File: src/rtl/flash_ctrl_pkg.sv
// Shared definitions for the parallel NOR flash controller:
// FSM state encoding, flash command bytes and counter sizing.
package flash_ctrl_pkg;

    typedef logic [3:0] state_t;

    localparam logic [3:0] S_INIT     = 4'd0;
    localparam logic [3:0] S_IDLE     = 4'd1;
    localparam logic [3:0] S_RD       = 4'd2;
    localparam logic [3:0] S_WR_CMD   = 4'd3;
    localparam logic [3:0] S_WR_GAP   = 4'd4;
    localparam logic [3:0] S_WR_DATA  = 4'd5;
    localparam logic [3:0] S_WAIT_STS = 4'd6;
    localparam logic [3:0] S_WR_RA    = 4'd7;
    localparam logic [3:0] S_FIN      = 4'd8;

    localparam logic [7:0] CMD_PROGRAM    = 8'h40;
    localparam logic [7:0] CMD_READ_ARRAY = 8'hFF;

    // One shared phase counter must reach the longest timed phase.
    function automatic int cnt_width(
        input int a,
        input int b,
        input int c,
        input int d,
        input int e
    );
        int m;
        m = a;
        if (b > m) m = b;
        if (c > m) m = c;
        if (d > m) m = d;
        if (e > m) m = e;
        cnt_width = (m < 4) ? 2 : $clog2(m + 1);
    endfunction

endpackage

File: src/rtl/flash_sync2.sv
// Two-flop synchronizer for the asynchronous flash status line.
module flash_sync2 (
    input  logic i_clk,
    input  logic i_rst,
    input  logic i_d,
    output logic o_q
);

    logic r_meta;
    logic r_sync;

    always_ff @(posedge i_clk or posedge i_rst) begin
        if (i_rst) begin
            r_meta <= 1'b0;
            r_sync <= 1'b0;
        end else begin
            r_meta <= i_d;
            r_sync <= r_meta;
        end
    end

    assign o_q = r_sync;

endmodule

File: src/rtl/flash_ctrl.sv
// Byte read / program controller for an x8 parallel NOR flash.
// All flash pins are registered decodes of the current FSM state.
module flash_ctrl
    import flash_ctrl_pkg::*;
#(
    parameter int ADDR_W  = 24,
    parameter int T_ACC   = 4,
    parameter int T_WP    = 3,
    parameter int T_GAP   = 2,
    parameter int T_RST   = 8,
    parameter int TIMEOUT = 1000
) (
    input  logic              clk,
    input  logic              rst,
    input  logic              req,
    input  logic              we,
    input  logic [ADDR_W-1:0] addr,
    input  logic [7:0]        wdata,
    output logic [7:0]        rdata,
    output logic              busy,
    output logic              done,
    output logic              err,
    output logic [ADDR_W-1:0] NF_A,
    output logic [7:0]        NF_D_OUT,
    output logic              NF_D_OE,
    input  logic [7:0]        NF_D_IN,
    output logic              NF_CE,
    output logic              NF_OE,
    output logic              NF_WE,
    output logic              NF_BYTE,
    output logic              NF_RP,
    output logic              NF_WP,
    input  logic              NF_STS
);

    localparam int CNT_W = cnt_width(T_ACC, T_WP, T_GAP, T_RST, TIMEOUT);

    localparam logic [CNT_W-1:0] C_ACC  = CNT_W'(T_ACC - 1);
    localparam logic [CNT_W-1:0] C_WP   = CNT_W'(T_WP - 1);
    localparam logic [CNT_W-1:0] C_GAP  = CNT_W'(T_GAP - 1);
    localparam logic [CNT_W-1:0] C_RST  = CNT_W'(T_RST - 1);
    localparam logic [CNT_W-1:0] C_TO   = CNT_W'(TIMEOUT - 1);
    localparam logic [CNT_W-1:0] C_SKIP = CNT_W'(2);

    state_t            r_state;
    state_t            w_state_nxt;
    logic [CNT_W-1:0]  r_cnt;
    logic              r_we;
    logic [ADDR_W-1:0] r_addr;
    logic [7:0]        r_wdata;
    logic              r_err;
    logic              r_gap_to_sts;
    logic              w_timeout;
    logic              w_sts;

    logic              r_nf_rp;
    logic              r_nf_ce;
    logic              r_nf_oe;
    logic              r_nf_we;
    logic              r_nf_d_oe;
    logic [ADDR_W-1:0] r_nf_a;
    logic [7:0]        r_nf_d_out;
    logic              r_done;
    logic [7:0]        r_rdata;

    logic              w_rd;
    logic              w_wr_phase;
    logic              w_we_low;
    logic              w_addr_drv;

    flash_sync2 u_sts_sync (
        .i_clk (clk),
        .i_rst (rst),
        .i_d   (NF_STS),
        .o_q   (w_sts)
    );

    always_comb begin
        w_state_nxt = r_state;
        w_timeout   = 1'b0;
        case (r_state)
            S_INIT: begin
                if (r_cnt == C_RST) w_state_nxt = S_IDLE;
            end
            S_IDLE: begin
                if (req) w_state_nxt = we ? S_WR_CMD : S_RD;
            end
            S_RD: begin
                if (r_cnt == C_ACC) w_state_nxt = S_FIN;
            end
            S_WR_CMD: begin
                if (r_cnt == C_WP) w_state_nxt = S_WR_GAP;
            end
            S_WR_GAP: begin
                if (r_cnt == C_GAP)
                    w_state_nxt = r_gap_to_sts ? S_WAIT_STS : S_WR_DATA;
            end
            S_WR_DATA: begin
                if (r_cnt == C_WP) w_state_nxt = S_WR_GAP;
            end
            S_WAIT_STS: begin
                // Status sampled before the program began is stale.
                if ((r_cnt >= C_SKIP) && w_sts) begin
                    w_state_nxt = S_WR_RA;
                end else if (r_cnt == C_TO) begin
                    w_state_nxt = S_WR_RA;
                    w_timeout   = 1'b1;
                end
            end
            S_WR_RA: begin
                if (r_cnt == C_WP) w_state_nxt = S_FIN;
            end
            S_FIN: begin
                w_state_nxt = S_IDLE;
            end
            default: begin
                w_state_nxt = S_INIT;
            end
        endcase
    end

    always_ff @(posedge clk or posedge rst) begin
        if (rst) begin
            r_state      <= S_INIT;
            r_cnt        <= '0;
            r_we         <= 1'b0;
            r_addr       <= '0;
            r_wdata      <= '0;
            r_err        <= 1'b0;
            r_gap_to_sts <= 1'b0;
        end else begin
            r_state <= w_state_nxt;
            if ((w_state_nxt != r_state) || (r_state == S_IDLE))
                r_cnt <= '0;
            else
                r_cnt <= r_cnt + 1'b1;
            if ((r_state == S_IDLE) && req) begin
                r_we    <= we;
                r_addr  <= addr;
                r_wdata <= wdata;
                r_err   <= 1'b0;
            end
            if (w_timeout)
                r_err <= 1'b1;
            if (r_state == S_WR_CMD)
                r_gap_to_sts <= 1'b0;
            else if (r_state == S_WR_DATA)
                r_gap_to_sts <= 1'b1;
        end
    end

    assign w_rd       = (r_state == S_RD);
    assign w_wr_phase = (r_state == S_WR_CMD) || (r_state == S_WR_GAP) ||
                        (r_state == S_WR_DATA) || (r_state == S_WR_RA);
    assign w_we_low   = (r_state == S_WR_CMD) || (r_state == S_WR_DATA) ||
                        (r_state == S_WR_RA);
    assign w_addr_drv = w_rd || w_wr_phase || (r_state == S_WAIT_STS);

    always_ff @(posedge clk or posedge rst) begin
        if (rst) begin
            r_nf_rp    <= 1'b0;
            r_nf_ce    <= 1'b1;
            r_nf_oe    <= 1'b1;
            r_nf_we    <= 1'b1;
            r_nf_d_oe  <= 1'b0;
            r_nf_a     <= '0;
            r_nf_d_out <= '0;
            r_done     <= 1'b0;
            r_rdata    <= '0;
        end else begin
            r_nf_rp   <= 1'b1;
            r_nf_ce   <= ~(w_rd | w_wr_phase);
            r_nf_oe   <= ~w_rd;
            r_nf_we   <= ~w_we_low;
            r_nf_d_oe <= w_wr_phase;
            if (w_addr_drv)
                r_nf_a <= r_addr;
            case (r_state)
                S_WR_CMD:  r_nf_d_out <= CMD_PROGRAM;
                S_WR_DATA: r_nf_d_out <= r_wdata;
                S_WR_RA:   r_nf_d_out <= CMD_READ_ARRAY;
                S_WR_GAP:  r_nf_d_out <= r_nf_d_out;
                default:   r_nf_d_out <= '0;
            endcase
            r_done <= (r_state == S_FIN);
            // The FIN cycle is the last one with NF_OE driven low.
            if ((r_state == S_FIN) && !r_we)
                r_rdata <= NF_D_IN;
        end
    end

    assign busy     = (r_state != S_IDLE);
    assign done     = r_done;
    assign err      = r_err;
    assign rdata    = r_rdata;
    assign NF_A     = r_nf_a;
    assign NF_D_OUT = r_nf_d_out;
    assign NF_D_OE  = r_nf_d_oe;
    assign NF_CE    = r_nf_ce;
    assign NF_OE    = r_nf_oe;
    assign NF_WE    = r_nf_we;
    assign NF_RP    = r_nf_rp;
    assign NF_BYTE  = 1'b0;
    assign NF_WP    = 1'b1;

endmodule

File: config.mk
export PLATFORM = sky130hd
export DESIGN_NAME = flash_ctrl
export DESIGN_NICKNAME = d
export VERILOG_FILES = /design/src/rtl/flash_ctrl_pkg.sv /design/src/rtl/flash_sync2.sv /design/src/rtl/flash_ctrl.sv
export SDC_FILE = /design/constraint.sdc
export NUM_CORES = 1
export LEC_CHECK = 0
export ABC_AREA = 1
export ABC_CLOCK_PERIOD_IN_PS = 8000
export BUFFER_PORTS_ARGS = -buffer_cell sky130_fd_sc_hd__buf_2
export CORE_ASPECT_RATIO = 0.75
export CORE_MARGIN = 8
export CORE_UTILIZATION = 58
export DETAILED_ROUTE_END_ITERATION = 10
export PLACE_DENSITY = 0.94
export SYNTH_ARGS = -nofsm -noshare
export SYNTH_HDL_FRONTEND = slang
export SYNTH_SLANG_ARGS = --single-unit
File: constraint.sdc
create_clock -name clk -period 8 [get_ports clk]
set_input_delay 2 -clock clk [delete_from_list [all_inputs] [get_ports clk]]
set_output_delay 2 -clock clk [all_outputs]
set_load 0.01 [all_outputs]
==> metrics.yaml, run 1 <==
core.rowCount: 26
fin_crit_sh_pct: 45.4
arrival_ns: 1.63
hold_path.class: "reg2reg"
synthTopCellsByArea: "dfrtp_1, nand2_1, nand3_1"
synth-seq-cells: 97
start_kind: "flop"
grt_pass1_vias: 3444
synth_simple_gate_area_share_pct: 29.4
grt_max_degree: 98
rsz0062_at_grt: "no"
seqCellArea_mm2: 0.00243
yosysWarnings: 0
grt_busiest_layer: "met2"
core-area_mm2: 0.00686
setup_viol: 0
syn-cell-area_mm2: 0.00416
num_antenna_cells: 0
totalWireLength_mm: 9.17
path_max_fanout: 17
setup_tns_ns: 0
synth_ff_type: "dfrtp_1"
use_met3_pct: 6.88
antenna_found_initial: 0
drt_iter0_markers: 258
layout_min_cycle_time_ns: 3.63
yosysMostFrequentCell: "nand2_1"
dieHeight_um: 89.3
synth_compound_area_share_pct: 3.16
max_cap_violations: 0
die_area_mm2: 0.0102
nNetsFinal: 592
cts_buffer_depth: 2
seq_area_frac_synth_pct: 58.5
ant_nets: 0
drc: 0
tritoncts: "yes"
post_drt_via_cell_ratio: 5.19
netlist_instances: 457
grt_overflow: 0
worst_slew_pin_slew_ns: 1.11
cts_buffers: 9
synth_top_area_share_pct: 56.6
crit_required_ns: 6.00
power.density_mw_per_mm2: 344
synth_cell_types: 32
grt_use_met2_pct: 31.4
synth-xor-area-share_pct: 1.69
routedWlPerCell_um: 14.2
io_pins: 95
area_delta_synth_final_pct: 16.5
dp.cells: 631
dp_hpwl_mm: 6.66
post_cts_resized: 0
synth_edf_count: 0
power.leakage_nw: 2.65
route.vias.total: 3361
fillerInstances: 512
syn_avg_cell_area_um2: 9.10
status: "finished, final reports clean"
met1_usage_pct: 21.7
utilization_pct: 70.5
place_area_mm2: 0.00466
synthArstFlopShare_pct: 100
crit_path_end_kind: "output port"
min_delay_path_depth: 0
design_area_mm2: 0.00484
final_max_slew_viol_count: 0
max_freq_ghz: 0.276
cts_root_buf: "clkbuf_8"
fin_worst_skew_ns: 0.00978
clock_latency_ns: 0.37
yosys.area.top_type: "dfrtp_1"
drt_pass1_iterations: 4
muxShareOfSynthArea_pct: 2.17
synthAdderAreaFrac_pct: 0.903
synth_top_family_by_area: "simple AND/OR/NAND/NOR gates"
clk_pin_slew_ns: 0.09
ff2ff_path_depth: 5
cts_max_level: 3
routabilityCongestion: 0.874
dieWidth_um: 114
synth_commonest_cells: "nand2_1, dfrtp_1, nand3_1"
hold_viol_final: 0
layout-drive-gt1-share_pct: 28.1
gr-usage-all-layers_pct: 18.8
start_util_pct: 60.6
multi_input_area_mm2: 0.00156
port_buffers: 92
max_slew_margin_pct: 25.9
post_cts_buffers: 0
numClockSinks: 97
final_cells: 647
grt_pass1_wl_mm: 15.2
vdd.ir_drop.worst_v: 0.000159
worstSetupPathType: "reg2out"
postCtsHoldBufs: 0
-- path summary, 6_finish.rpt --
check,from,to,slack [ns]
max in group asynchronous,rst,r_cnt[6]$_DFF_PP0_,5.39
worst min register to register,u_sts_sync.r_meta$_DFF_PP0_,u_sts_sync.o_q$_DFF_PP0_,0.36
worst max register to register,r_state[1]$_DFF_PP0_,err$_DFFE_PP0P_,5.20
worst max-delay path,r_state[1]$_DFF_PP0_,busy,4.37
min in group asynchronous,rst,NF_A[13]$_DFFE_PP0P_,1.91
worst min-delay path,u_sts_sync.r_meta$_DFF_PP0_,u_sts_sync.o_q$_DFF_PP0_,0.36
-- metrics by stage --
stage                     power (mW)  hold slack [ns]  setup WS (ns)
after floorplan                 1.20            0.331           3.47
after global placement          1.34            0.335           4.18
after detailed placement        1.38            0.348           4.12
after CTS                       1.67            0.368           4.36
after global routing            1.79            0.383           4.26
final                           1.66            0.364           4.37
-- report_power, final --
group,internal [mW],leakage [nW],switching (mW),total [mW]
Clock,0.118,0.0925,0.175,0.293
Combinational,0.204,1.32,0.407,0.611
Sequential,0.658,1.24,0.103,0.760
Total,0.980,2.65,0.684,1.66
-- per-layer routing --
| metal | up-vias | wire length, um |
|---|---|---|
| met3 | 24 | 840 |
| li1 | 1608 | - |
| met5 | - | 0 |
| met1 | 1600 | 3760 |
| met4 | 0 | 228 |
| met2 | 129 | 4350 |
-- flip-flops by register name, summed over array words and instances (netlist names) --
| signal | count |
|---|---|
| done | 1 |
| r_addr | 24 |
| err | 1 |
| NF_A | 24 |
| u_sts_sync.o_q | 1 |
| NF_CE | 1 |
| u_sts_sync.r_meta | 1 |
| rdata | 8 |
| r_gap_to_sts | 1 |
| NF_D_OE | 1 |
| r_state | 4 |
| NF_RP | 1 |
| r_we | 1 |
| NF_OE | 1 |
| r_cnt | 10 |
| r_wdata | 8 |
| NF_D_OUT | 8 |
| NF_WE | 1 |
-- critical path, cell delays in order (launching register included) --
cell     delay [ns]
dfrtp_1        0.79
nor2_2         0.13
nand2_1        0.19
buf_2          0.16
-- logic make-up after synthesis --
group | count (synthesis)
flops | 97
mux | 8
buf+inv | 38
other cells | 2
xor+xnor | 8
simple gates | 280
fa+ha+maj | 3
compound gates | 21
-- layout make-up --
cell class | instances | share of cell area (%)
Multi-Input combinational cell | 323 | 32.2
Clock buffer | 9 | 2.56
Inverter | 21 | 1.73
Sequential cell | 97 | 50.2
Tap cell | 98 | 2.53
Timing Repair Buffer | 92 | 9.51
Clock inverter | 7 | 1.21
-- cell usage in the layout (no fill, tap or decap), drive strengths merged, types with 5 or more instances in the layout --
cell and count:
nand2 187, dfrtp 94, buf 92, nor2 45
nand3 43, inv 25, o21ai 15, clkbuf 9
mux2 8, xor2 5
No activity file was read; power rests on OpenSTA's default activity.
==> inputs of run 2 (changes only) <==
--- a/config.mk
+++ b/config.mk
@@ -6,13 +6,13 @@
 export NUM_CORES = 1
 export LEC_CHECK = 0
 export ABC_AREA = 1
-export ABC_CLOCK_PERIOD_IN_PS = 8000
+export ABC_CLOCK_PERIOD_IN_PS = 3770
 export BUFFER_PORTS_ARGS = -buffer_cell sky130_fd_sc_hd__buf_2
 export CORE_ASPECT_RATIO = 0.75
 export CORE_MARGIN = 8
-export CORE_UTILIZATION = 58
+export CORE_UTILIZATION = 54
 export DETAILED_ROUTE_END_ITERATION = 10
-export PLACE_DENSITY = 0.94
+export PLACE_DENSITY = 0.89
 export SYNTH_ARGS = -nofsm -noshare
 export SYNTH_HDL_FRONTEND = slang
 export SYNTH_SLANG_ARGS = --single-unit
==> constraint.sdc (replaced) <==
create_clock -name clk -period 3.77 [get_ports clk]
set_input_delay 0.9425 -clock clk [delete_from_list [all_inputs] [get_ports clk]]
set_output_delay 0.9425 -clock clk [all_outputs]
set_load 0.01 [all_outputs]
==> run 2 against run 1 <==
Net effect: total power increased by 110%; clock power rose by 110%; register-to-register slack got worse by 4.0 ns; routed wire length grew 4.4%; critical path type is now reg2reg.
==> metrics.yaml, run 2 (same netlist as run 1, synthesis figures left out) <==
dieHeight_um: 92.0
max_cap_violations: 0
grt_pass1_vias: 3417
final_cells: 653
routabilityCongestion: 0.918
final_max_slew_viol_count: 0
cts_root_buf: "clkbuf_8"
design_area_mm2: 0.00486
path_max_fanout: 26
tritoncts: "yes"
area_delta_synth_final_pct: 17.0
start_kind: "flop"
num_antenna_cells: 0
power.leakage_nw: 2.67
vdd.ir_drop.worst_v: 0.000380
fin_total_pwr_mw: 3.55
post_cts_resized: 0
max_freq_ghz: 0.383
clock_latency_ns: 0.36
cts_buffers: 9
cts_max_level: 3
cp_cell_sequence: "nor2_2 > nand2_2 > nand2_2 > nor2_2 > o21ai_2 > a31oi_4 > nand2_4 > nand2_1 > nand2_1"
power.density_mw_per_mm2: 729
grt_max_degree: 55
die_area_mm2: 0.0108
mostFrequentLayoutCells: "nand2_1, dfrtp_1, buf_2, nand3_1, nor2_1"
grt_overflow: 0
gr-usage-all-layers_pct: 18.1
dieWidth_um: 117
route.vias.total: 3344
ant_nets: 0
numClockSinks: 97
drc: 0
postCtsHoldBufs: 0
dp_hpwl_mm: 6.92
worstSetupPathType: "reg2reg"
arrival_ns: 2.87
clk_pin_slew_ns: 0.09
setup_viol: 0
max_slew_margin_pct: 34.4
antenna_found_initial: 0
critPathSlowestCell: "dfrtp_1"
io_pins: 95
cpPeakStageDelay_ns: 0.77
nNetsFinal: 595
setup_tns_ns: 0
fin_worst_skew_ns: 0.00657
routedWlPerCell_um: 14.7
port_buffers: 92
hold_viol_final: 0
core-area_mm2: 0.00740
dp.cells: 637
post_cts_buffers: 0
post_drt_via_cell_ratio: 5.12
drt_iter0_markers: 191
rsz0062_at_grt: "no"
drt_pass1_iterations: 4
crit_path_end_kind: "flop"
cts_buffer_depth: 2
status: "finished, final reports clean"
core.rowCount: 27
worst_slew_pin_slew_ns: 0.983
layout-drive-gt1-share_pct: 28.4
grt_pass1_wl_mm: 16.2
layout_min_cycle_time_ns: 2.61
totalWireLength_mm: 9.58
fin_crit_sh_pct: 69.3
hold_path.class: "reg2reg"
place_area_mm2: 0.00469
start_util_pct: 56.2
crit_required_ns: 4.02
final_common_cell: "nand2_1"
run 2: area by class of cell:
cell class	count	area [um2]
Clock inverter	7	53.8
Inverter	21	83.8
Sequential cell	97	2430
Tap cell	101	126
Timing Repair Buffer	95	483
Clock buffer	9	124
Fill cell	611	2530
Multi-Input combinational cell	323	1560
run 2: path summary, 6_finish.rpt:
check | to | slack [ns] | startpoint | cells past startpoint
min in group asynchronous | r_addr[11]$_DFFE_PP0P_ | 0.67 | rst | 2
setup reg to reg | NF_A[4]$_DFFE_PP0P_ | 1.16 | r_state[1]$_DFF_PP0_ | 9
hold reg to reg | u_sts_sync.o_q$_DFF_PP0_ | 0.36 | u_sts_sync.r_meta$_DFF_PP0_ | 0
max in group asynchronous | r_addr[15]$_DFFE_PP0P_ | 2.30 | rst | 3
setup / recovery | NF_A[4]$_DFFE_PP0P_ | 1.16 | r_state[1]$_DFF_PP0_ | 9
hold / removal | u_sts_sync.o_q$_DFF_PP0_ | 0.36 | u_sts_sync.r_meta$_DFF_PP0_ | 0
run 2: power breakdown:
part | switching, mW | internal, mW
registers | 0.226 | 1.40
logic | 0.869 | 0.435
clock network | 0.372 | 0.247
run 2: layer usage:
layer	part of all wire (%)	up-vias	track usage, %	wire length (um)
met2	48	133	29.0	4570
met3	8.0	15	5.57	767
li1	-	1610	-	-
met5	0	-	0	0
met4	1.4	0	6.78	138
met1	43	1586	22.8	4110
run 2: metrics by stage:
stage / utilization, % / worst slack (ns) / hold slack [ns]
after floorplan: - / 0.299 / 0.331
after global placement: 63.3 / 1.27 / 0.336
after detailed placement: 63.3 / 1.20 / 0.339
after CTS: 65.7 / 1.19 / 0.361
after global routing: 65.7 / 0.950 / 0.364
final: 65.7 / 1.16 / 0.357
run 2: critical path: cells and delay by family (launching register included):
kind               cells  cell delay, ns
DFF                    1            0.77
and+or+nand+nor        7            1.01
AOI/OAI and AO/OA      2            0.71
